[src/rtl/array_update_pipe.sv]
// Pipelined array rewrite: stage 0 captures the raw transaction, the ordered updates are applied
// combinationally on it, and the result rides a valid/ready register chain to the output.
module array_update_pipe #(
    parameter int unsigned ELEM_W      = 33,
    parameter int unsigned NUM_ELEMS   = 4,
    parameter int unsigned NUM_UPDATES = 2,
    parameter int unsigned IDX_W       = 32,
    parameter int unsigned LATENCY     = 2
) (
    input  logic                          clk,
    input  logic                          rst,
    input  logic                          in_valid,
    output logic                          in_ready,
    input  logic [ELEM_W*NUM_ELEMS-1:0]   x,
    input  logic [NUM_UPDATES-1:0]        upd_en,
    input  logic [NUM_UPDATES*IDX_W-1:0]  upd_idx,
    input  logic [NUM_UPDATES*ELEM_W-1:0] upd_val,
    output logic                          out_valid,
    input  logic                          out_ready,
    output logic [ELEM_W*NUM_ELEMS-1:0]   out,
    output logic [NUM_UPDATES-1:0]        out_oob
);
    localparam int unsigned ArrW = ELEM_W * NUM_ELEMS;

    logic [LATENCY-1:0]            v_q, v_d;
    logic [LATENCY-1:0]            ld;
    logic [ArrW-1:0]               x_q;
    logic [NUM_UPDATES-1:0]        en_q;
    logic [NUM_UPDATES*IDX_W-1:0]  idx_q;
    logic [NUM_UPDATES*ELEM_W-1:0] val_q;
    logic [ArrW-1:0]               res;
    logic [NUM_UPDATES-1:0]        oob;

    // Stage i may load when downstream drains or any stage from i onward holds a bubble.
    always_comb begin
        for (int i = 0; i < LATENCY; i++) begin
            ld[i] = out_ready;
            for (int j = i; j < LATENCY; j++) begin
                if (!v_q[j]) ld[i] = 1'b1;
            end
        end
    end

    assign in_ready  = ld[0];
    assign out_valid = v_q[LATENCY-1];

    always_comb begin
        v_d = v_q;
        if (ld[0]) v_d[0] = in_valid;
        for (int i = 1; i < LATENCY; i++) begin
            if (ld[i]) v_d[i] = v_q[i-1];
        end
    end

    always_ff @(posedge clk) begin
        if (rst) begin
            v_q <= '0;
        end else begin
            v_q <= v_d;
        end
    end

    always_ff @(posedge clk) begin
        if (ld[0]) begin
            x_q   <= x;
            en_q  <= upd_en;
            idx_q <= upd_idx;
            val_q <= upd_val;
        end
    end

    // Updates applied in port order so the highest enabled port wins on a shared index.
    always_comb begin
        res = x_q;
        oob = '0;
        for (int u = 0; u < NUM_UPDATES; u++) begin
            if (en_q[u]) begin
                oob[u] = 1'b1;
                for (int k = 0; k < NUM_ELEMS; k++) begin
                    if (idx_q[u*IDX_W +: IDX_W] == IDX_W'(k)) begin
                        res[k*ELEM_W +: ELEM_W] = val_q[u*ELEM_W +: ELEM_W];
                        oob[u]                  = 1'b0;
                    end
                end
            end
        end
    end

    if (LATENCY > 1) begin : g_stages
        logic [ArrW-1:0]        arr_q [LATENCY-1];
        logic [NUM_UPDATES-1:0] oob_q [LATENCY-1];

        always_ff @(posedge clk) begin
            if (ld[1]) begin
                arr_q[0] <= res;
                oob_q[0] <= oob;
            end
            for (int i = 1; i < LATENCY - 1; i++) begin
                if (ld[i+1]) begin
                    arr_q[i] <= arr_q[i-1];
                    oob_q[i] <= oob_q[i-1];
                end
            end
        end

        assign out     = arr_q[LATENCY-2];
        assign out_oob = oob_q[LATENCY-2];
    end else begin : g_comb
        assign out     = res;
        assign out_oob = oob;
    end

endmodule

[config.mk]
export PLATFORM = sky130hd
export DESIGN_NAME = array_update_pipe
export DESIGN_NICKNAME = d
export VERILOG_FILES = /design/src/rtl/array_update_pipe.sv
export SDC_FILE = /design/constraint.sdc
export NUM_CORES = 1
export LEC_CHECK = 0
export BUFFER_PORTS_ARGS = -buffer_cell sky130_fd_sc_hd__buf_4
export CORE_ASPECT_RATIO = 0.5
export CORE_MARGIN = 2
export CORE_UTILIZATION = 40
export DETAILED_ROUTE_END_ITERATION = 8
export MAX_ROUTING_LAYER = met4
export SYNTH_ARGS = -nofsm -noshare
export SYNTH_HDL_FRONTEND = slang
export SYNTH_SLANG_ARGS = --single-unit
export TNS_END_PERCENT = 50
[constraint.sdc]
create_clock -name clk -period 20.4 [get_ports clk]
set_input_delay 1.02 -clock clk [delete_from_list [all_inputs] [get_ports clk]]
set_output_delay 1.02 -clock clk [all_outputs]
set_load 0.05 [all_outputs]
==> results.ini, run 1 <==
[drt]
route.detailed.drc=0
postRouteAntennaNets=0
viasPerCell=4.87
vias=8312
dr.pass1.iters=4
drt_iter0_drc=544
wire_per_inst_um=23.3
routed_wirelength_um=39800

[worst_hold_path]
whs_path_depth=2
hold_end=v_q[1]
worstHoldStart=v_q[0]
hold_path.class=reg -> reg

[clocking]
post-cts-setup-buffers=0
clock-root-buffer=clkbuf_16
clockBufferDepth=3
clkSinkCount=400
cts_buffers=37
cts_tree=done
postCtsHoldBufs=0
clock_latency_ns=0.52
htreeDepth=2
postCtsResizedCells=0
clkSlewWorstSetupHoldPaths_ns=0.06

[grt]
grt_pass1_wl_um=56500
use_met2=0.363
grt-ovfl-total=0
grt_max_degree=91
grt_util_met1=0.229
gr-usage-all-layers=0.199
grtUsageMet3=0.0339
grt_antenna_before_repair=2
grt_pass1_vias=8758
globalRoute.busiestLayer=met2

[critical_path]
r2r_cells=6
timing.rr.start=idx_q[42]
worstPathRequired_ns=20.65
start_kind=flop
critPathCaptureType=flop
critPathMaxFanout=25
path_class=reg -> reg
worstPathArrival_ns=3.54
rr_endpoint=g_stages.arr_q[0][118]
rrSetupSlack_ns=17.11

[power]
p_sw_uw=406
leakagePower_nw=7.89
sw_frac_of_total=0.226
power_frac_comb=0.098
total_power_mw=1.79
power.internal_mw=1.39
power_density_nw_per_um2=88.8
clockPowerShare=0.356
seqPwrFrac=0.547
ir_drop_mv=0.0470

[floorplanning]
dieArea_um2=40400
ios=404
die_w_um=282
dieHeight_um=143
core_area_um2=37800
start_util=0.410
row_count=50

[timing]
maxSlewHeadroom=0.197
setup_ws_ns=17.11
finalCritPeriodShare=0.161
clock_skew_ns=0.0102
rsz0062_at_grt=no
setup_tns_ns=0
hold_viol=0
fmax_mhz=304
drv_slew=0
finalSetupViolCount=0
tightest_slew_ns=1.21
layout_min_cycle_time_ns=3.29

[finish]
register_area_um2=12000
layout_common_cells=buf_4 (419), edfxtp_1 (398), mux2_1 (220), mux2_2 (44), clkbuf_16 (37)
design_area_um2=20200
final_common_cell=buf_4
multi_input_area_um2=3320
nets=1434
fill_cells=3079
drive_gt1_frac=0.435
syn_to_final_growth_pct=30.4

[yosys]
synth_cells=734
synth-seq-area-share=0.775
yosysTopAreaCell=edfxtp_1
yosysWarnings=0
synth.distinct_cells=25
synth_nets=1002
synth_top_area_share=0.772
synth_area_um2=15500
syn_area_per_cell_um2=21.1
ys_seq_elements=400
synthTopCellsByArea=edfxtp_1 (77%), mux2_1 (16%), mux2_2 (3.2%)

[flow_run]
max_cap_violations=0

[placement]
place_congestion=0.807
dpl.hpwl_um=27600
placed_cell_area_um2=19100
port_buffers=403
post-place-ws_ns=16.60

[run_status]
status=finished clean

==> cell type report <==
type                       instances  share of cell area
clock buffer                      46              0.0475
inverter                           2            0.000744
tap                              520              0.0322
clock inverter                    12             0.00502
sequential                       400               0.594
antenna                            2            0.000248
multi-input combinational        306               0.164
timing repair buffer             419               0.156
==> cells by family (layout without fill, tap and decap cells) <==
group / Yosys count / after routing / synth area share
compound gates: 1 / 1 / 0.000323
buf+inv: 28 / 479 / 0.0124
simple gates: 41 / 41 / 0.0203
other cells: 0 / 2 / 0
mux: 264 / 264 / 0.192
flops: 400 / 400 / 0.775
==> per-stage QoR <==
| step | instances | utilization | hold slack [ns] |
|---|---|---|---|
| 6_report | 1707 | 0.534 | 0.538 |
| 5_1_grt | 1707 | 0.534 | 0.578 |
| 4_1_cts | 1705 | 0.534 | 0.538 |
| 3_5_place_dp | 1647 | 0.506 | 0.529 |
| 3_3_place_gp | 1647 | 0.506 | 0.530 |
| 2_1_floorplan | 734 | - | 0.463 |
==> power groups by stage <==
stage / Clock, mW / Combinational (mW) / Sequential, mW
after global placement: 0 / 0.174 / 0.996
after detailed placement: 0 / 0.176 / 0.998
final: 0.638 / 0.175 / 0.980
after floorplan: 0 / 0.0264 / 1.06
after CTS: 0.655 / 0.177 / 0.980
after global routing: 0.688 / 0.182 / 0.985
==> metal layers <==
layer  share of wire  vias up
li1                -     3800
met1            0.39     4299
met2            0.56      159
met3           0.034       54
met4           0.019        0
met5               0        -
==> how the worst max path moves through the flow <==
stage / cells after the start / from / end
6_report: 6 / idx_q[42] / g_stages.arr_q[0][118]
5_1_grt: 6 / idx_q[42] / g_stages.arr_q[0][109]
4_1_cts: 6 / idx_q[42] / g_stages.arr_q[0][121]
3_5_place_dp: 5 / out_ready / val_q[19]
3_3_place_gp: 5 / out_ready / val_q[19]
2_1_floorplan: 2 / out_ready / in_ready
==> registers in the layout (all words and copies together) (netlist names) <==
| register | flops |
|---|---|
| idx_q | 64 |
| g_stages.oob_q | 2 |
| v_q | 2 |
| g_stages.arr_q | 132 |
| x_q | 132 |
| val_q | 66 |
| en_q | 2 |
==> worst max-delay path: stages (launching register included) <==
cell and delay, ns:
edfxtp_1 0.36, nor4_1 0.36, nand4_1 0.16, nor2_1 0.46, nand4_1 0.71, buf_4 0.55, mux2_1 0.39
==> Yosys cell counts <==
master,instances
nand4b_1,1
nand2b_1,2
nand4_2,2
buf_1,1
nor4b_4,1
nor4_4,3
and4b_1,1
clkbuf_2,1
buf_4,3
buf_2,3
nand4_1,3
mux2_1,220
nor4bb_1,1
nor2b_1,2
nand2_1,2
edfxtp_1,398
inv_4,1
dfxtp_1,2
buf_6,9
inv_1,1
clkbuf_1,9
a21oi_1,1
nor4_1,14
mux2_2,44
nor2_1,9
Power figures use the tool's default switching activity.
==> run 2, diff against run 1 <==
Clock period 20.4 ns to 3.1 ns, I/O delays scaled along.
==> run 2 against run 1 <==
Clock power increased to 7.7 times the previous value. Total power increased to 7.2 times the previous value. Final area increased by 15%. Sequential power increased to 6.6 times the previous value. Via count increased by 15%.
==> results.ini, run 2 (synthesis gave the netlist of run 1 again) <==
[grt]
grt_util_met1=0.240
grt-ovfl-total=0
grt_max_degree=76
use_met2=0.391
grt_pass1_wl_um=62300
grt_antenna_before_repair=2
gr-usage-all-layers=0.217
globalRoute.busiestLayer=met2
grt_pass1_vias=10400
grtUsageMet3=0.0353

[drt]
routed_wirelength_um=43100
viasPerCell=4.79
postRouteAntennaNets=0
route.detailed.drc=0
vias=9534
wire_per_inst_um=21.6
dr.pass1.iters=4
drt_iter0_drc=544

[critical_path]
r2r_cells=6
worstPathRequired_ns=3.37
worstPathArrival_ns=3.19
rr_endpoint=g_stages.arr_q[0][85]
critPathCaptureType=flop
path_class=reg -> reg
critPathMaxFanout=14
rrSetupSlack_ns=0.18
start_kind=flop
timing.rr.start=idx_q[11]

[timing]
fmax_mhz=343
tightest_slew_ns=0.745
maxSlewHeadroom=0.502
finalSetupViolCount=0
finalCritPeriodShare=0.941
rsz0062_at_grt=no
setup_tns_ns=0
clock_skew_ns=0.0142
drv_slew=0
layout_min_cycle_time_ns=2.92
hold_viol=0

[clocking]
clock_latency_ns=0.53
postCtsResizedCells=0
clkSlewWorstSetupHoldPaths_ns=0.07
clkSinkCount=400
cts_buffers=38
clockBufferDepth=3
post-cts-setup-buffers=0
postCtsHoldBufs=268
htreeDepth=2
clock-root-buffer=clkbuf_16
cts_tree=done

[floorplanning]
core_area_um2=37800
dieHeight_um=143
die_w_um=282
dieArea_um2=40400
ios=404
row_count=50
start_util=0.410

[power]
power_density_nw_per_um2=551
leakagePower_nw=9.17
total_power_mw=12.8
ir_drop_mv=0.380

[worst_hold_path]
hold_path.class=in -> reg
hold_end=idx_q[62]
worstHoldStart=upd_idx[62]
whs_path_depth=2

[finish]
drive_gt1_frac=0.365
layout_common_cells=buf_4 (410), edfxtp_1 (398), dlygate4sd3_1 (268), mux2_1 (220), mux2_2 (44)
nets=1705
fin_util=0.616
syn_to_final_growth_pct=50.5
reg.largest.list=g_stages.arr_q: 132 flops, x_q: 132 flops, val_q: 66 flops
final_common_cell=buf_4

[run_status]
status=finished clean

[placement]
dpl.hpwl_um=27000
place_congestion=0.818
port_buffers=403

[flow_run]
max_cap_violations=0

## run 2: cell types whose count changed in the layout (fill, tap and decap cells not counted), sizes merged, moves of 2 or more
cell / delta
clkinvlp: +4
buf: +2
dlygate4sd3: +268
bufinv: +4
clkinv: +4
## run 2: worst max-delay path by stage
stage                         start                     end  slack [ns]  cells past startpoint
after floorplan              v_q[1]    g_stages.arr_q[0][0]        0.04                      2
after global placement    idx_q[20]   g_stages.arr_q[0][87]        0.26                      6
after detailed placement  idx_q[23]   g_stages.arr_q[0][74]        0.19                      6
after CTS                 idx_q[23]   g_stages.arr_q[0][74]        0.18                      6
after global routing      idx_q[23]  g_stages.arr_q[0][115]        0.05                      6
final                     idx_q[11]   g_stages.arr_q[0][85]        0.18                      6
## run 2: critical path: stages, from the launching register on
cell      delay, ns
edfxtp_1       0.36
nor4_1         0.48
nand4_2        0.37
nor4_4         0.40
buf_4          0.35
mux2_1         0.37
mux2_1         0.30
## run 2: final cells by class
class / count / area [um2]
Clock buffer: 47 / 1050
Timing Repair Buffer: 689 / 5980
Sequential cell: 400 / 12000
Clock inverter: 23 / 265
Tap cell: 520 / 651
Multi-Input combinational cell: 306 / 3330
Inverter: 2 / 13.8
Fill cell: 2765 / 14500
Antenna cell: 2 / 5.00
## run 2: through the flow
stage               instances  hold slack, ns  setup slack [ns]  instance area (um2)
global placement         1649           0.312             0.260                19300
finish                   1989           0.337             0.182                23300
floorplan                 734           0.218            0.0398                15500
global route             1989           0.322            0.0541                23300
detailed placement       1649           0.316             0.187                19300
CTS                      1987           0.306             0.181                23300
## run 2: power breakdown
part	internal, mW	total [mW]	switching [mW]
Sequential	6.30	6.44	0.141
Clock	2.91	4.94	2.03
Combinational	0.703	1.46	0.753
Total	9.92	12.8	2.92
## run 2: metal layers
metal / wire length [um] / vias to the layer above
met2: 23700 / 231
met4: 1750 / 0
met1: 16300 / 4835
li1: - / 4355
met3: 1390 / 113
met5: 0 / -
==> run 3, diff against run 2 <==
Settings changed: CORE_MARGIN 2 to 3.
Clock period 3.1 ns to 2.7 ns, I/O delays scaled along.
==> run 3 against run 2 <==
The run now ends with setup timing left. Clock-buffer cell count rose by 4. Largest power group unchanged. Clock power up 5.9%. Wire length rose by 1.5%. Worst setup slack lost 0.19 ns. Utilization is 0.57 points higher. Fmax grew 7.9%.
==> results.ini, run 3 (synthesis gave the netlist of run 1 again) <==
[flow_run]
max_cap_violations=0

[placement]
port_buffers=403
post-place-ws_ns=-0.0603
dp_cells=1668
place_congestion=0.820
dpl.hpwl_um=28300

[floorplanning]
dieHeight_um=145
ios=404
die_w_um=284
row_count=50
dieArea_um2=41200
start_util=0.410
core_area_um2=37800

[critical_path]
start_kind=flop
worstPathRequired_ns=2.97
path_class=reg -> reg
critPathCaptureType=flop
worstPathArrival_ns=2.97
critPathMaxFanout=16

[power]
ir_drop_mv=0.403
leakagePower_nw=9.28
power_density_nw_per_um2=609

[finish]
layout_common_cells=buf_4 (425), edfxtp_1 (398), dlygate4sd3_1 (268), mux2_1 (219), mux2_2 (44)
reg.largest.list=g_stages.arr_q: 132 flops, x_q: 132 flops, val_q: 66 flops
fill_cells=2724
register_area_um2=12000
final_cells=2014
syn_to_final_growth_pct=51.9
drive_gt1_frac=0.376
nets=1731
final_common_cell=buf_4
multi_input_area_um2=3380

[drt]
dr.pass1.iters=4
route.detailed.drc=0
viasPerCell=4.74
wire_per_inst_um=21.7
postRouteAntennaNets=0
vias=9554
drt_iter0_drc=574
routed_wirelength_um=43700

[timing]
finalCritPeriodShare=1.00
finalSetupViolCount=3
layout_min_cycle_time_ns=2.70
clock_skew_ns=0.0106
setup_ws_ns=-0.00376
drv_slew=0
hold_viol=0
fmax_mhz=370
maxSlewHeadroom=0.655
tightest_slew_ns=0.516

[grt]
grt_max_degree=66
gr-usage-all-layers=0.212
grt_pass1_wl_um=64500
grt-ovfl-total=0
grt_pass1_vias=10500
grt_antenna_before_repair=3

[clocking]
htreeDepth=2
clock_latency_ns=0.53
cts_tree=done
clkSinkCount=400
clockBufferDepth=3
clkSlewWorstSetupHoldPaths_ns=0.06
clock-root-buffer=clkbuf_16
cts_buffers=38

[worst_hold_path]
hold_path.class=in -> reg

[run_status]
violations=setup timing
status=complete, but fails checks

-- run 3: area by class of cell --
class,count,share of cell area
antenna,3,0.000319
tap,520,0.0277
clock inverter,17,0.00538
sequential,400,0.510
timing repair buffer,715,0.267
inverter,2,0.000585
multi-input combinational,306,0.144
clock buffer,51,0.0452
-- run 3: critical path: stages (launching register included) --
cell	delay (ns)
edfxtp_1	0.43
nor4_2	0.38
nand4_2	0.16
buf_4	0.20
nor4_4	0.22
buf_4	0.18
buf_8	0.23
mux2_1	0.34
mux2_1	0.30
-- run 3: worst paths after layout --
path              cells after the start  slack, ns      start                    end
hold / removal                        3       0.31  out_ready                 x_q[5]
setup / recovery                      8     -0.004  idx_q[15]  g_stages.arr_q[0][90]
setup reg to reg                      8     -0.004  idx_q[15]  g_stages.arr_q[0][90]
hold reg to reg                       1       0.62  val_q[41]  g_stages.arr_q[0][74]
-- run 3: metrics by stage --
stage / utilization / instance area (um2) / setup TNS [ns] / power [mW] / hold WS [ns]
after floorplan: - / 15500 / -90.99 / 8.20 / 0.198
after global placement: 0.516 / 19500 / -0.00399 / 8.85 / 0.293
after detailed placement: 0.516 / 19500 / -0.805 / 8.88 / 0.303
after CTS: 0.619 / 23400 / 0 / 14.4 / 0.294
after global routing: 0.622 / 23500 / -2.27 / 14.8 / 0.295
final: 0.622 / 23500 / -0.00557 / 14.3 / 0.309
-- run 3: timing repair --
action,4_1_cts,5_1_grt
hold endpoints to repair,266,0
hold buffers,268,0
gates cloned,0,2
resized for setup,2,11
buffers inserted,0,5
setup endpoints to repair,35,107
pin swaps,1,6
-- run 3: where the power goes --
group	switching [mW]	total, mW	internal (mW)
Clock	2.27	5.23	2.96
Combinational	0.859	1.67	0.809
Sequential	0.176	7.42	7.24
Total	3.31	14.3	11.0
-- run 3: metal layers --
| layer | vias up | global-route usage | share of wire |
|---|---|---|---|
| met5 | - | - | 0 |
| met4 | 0 | 0.0739 | 0.032 |
| met3 | 88 | 0.0341 | 0.038 |
| met2 | 225 | 0.388 | 0.56 |
| met1 | 4822 | 0.236 | 0.37 |
| li1 | 4419 | - | - |
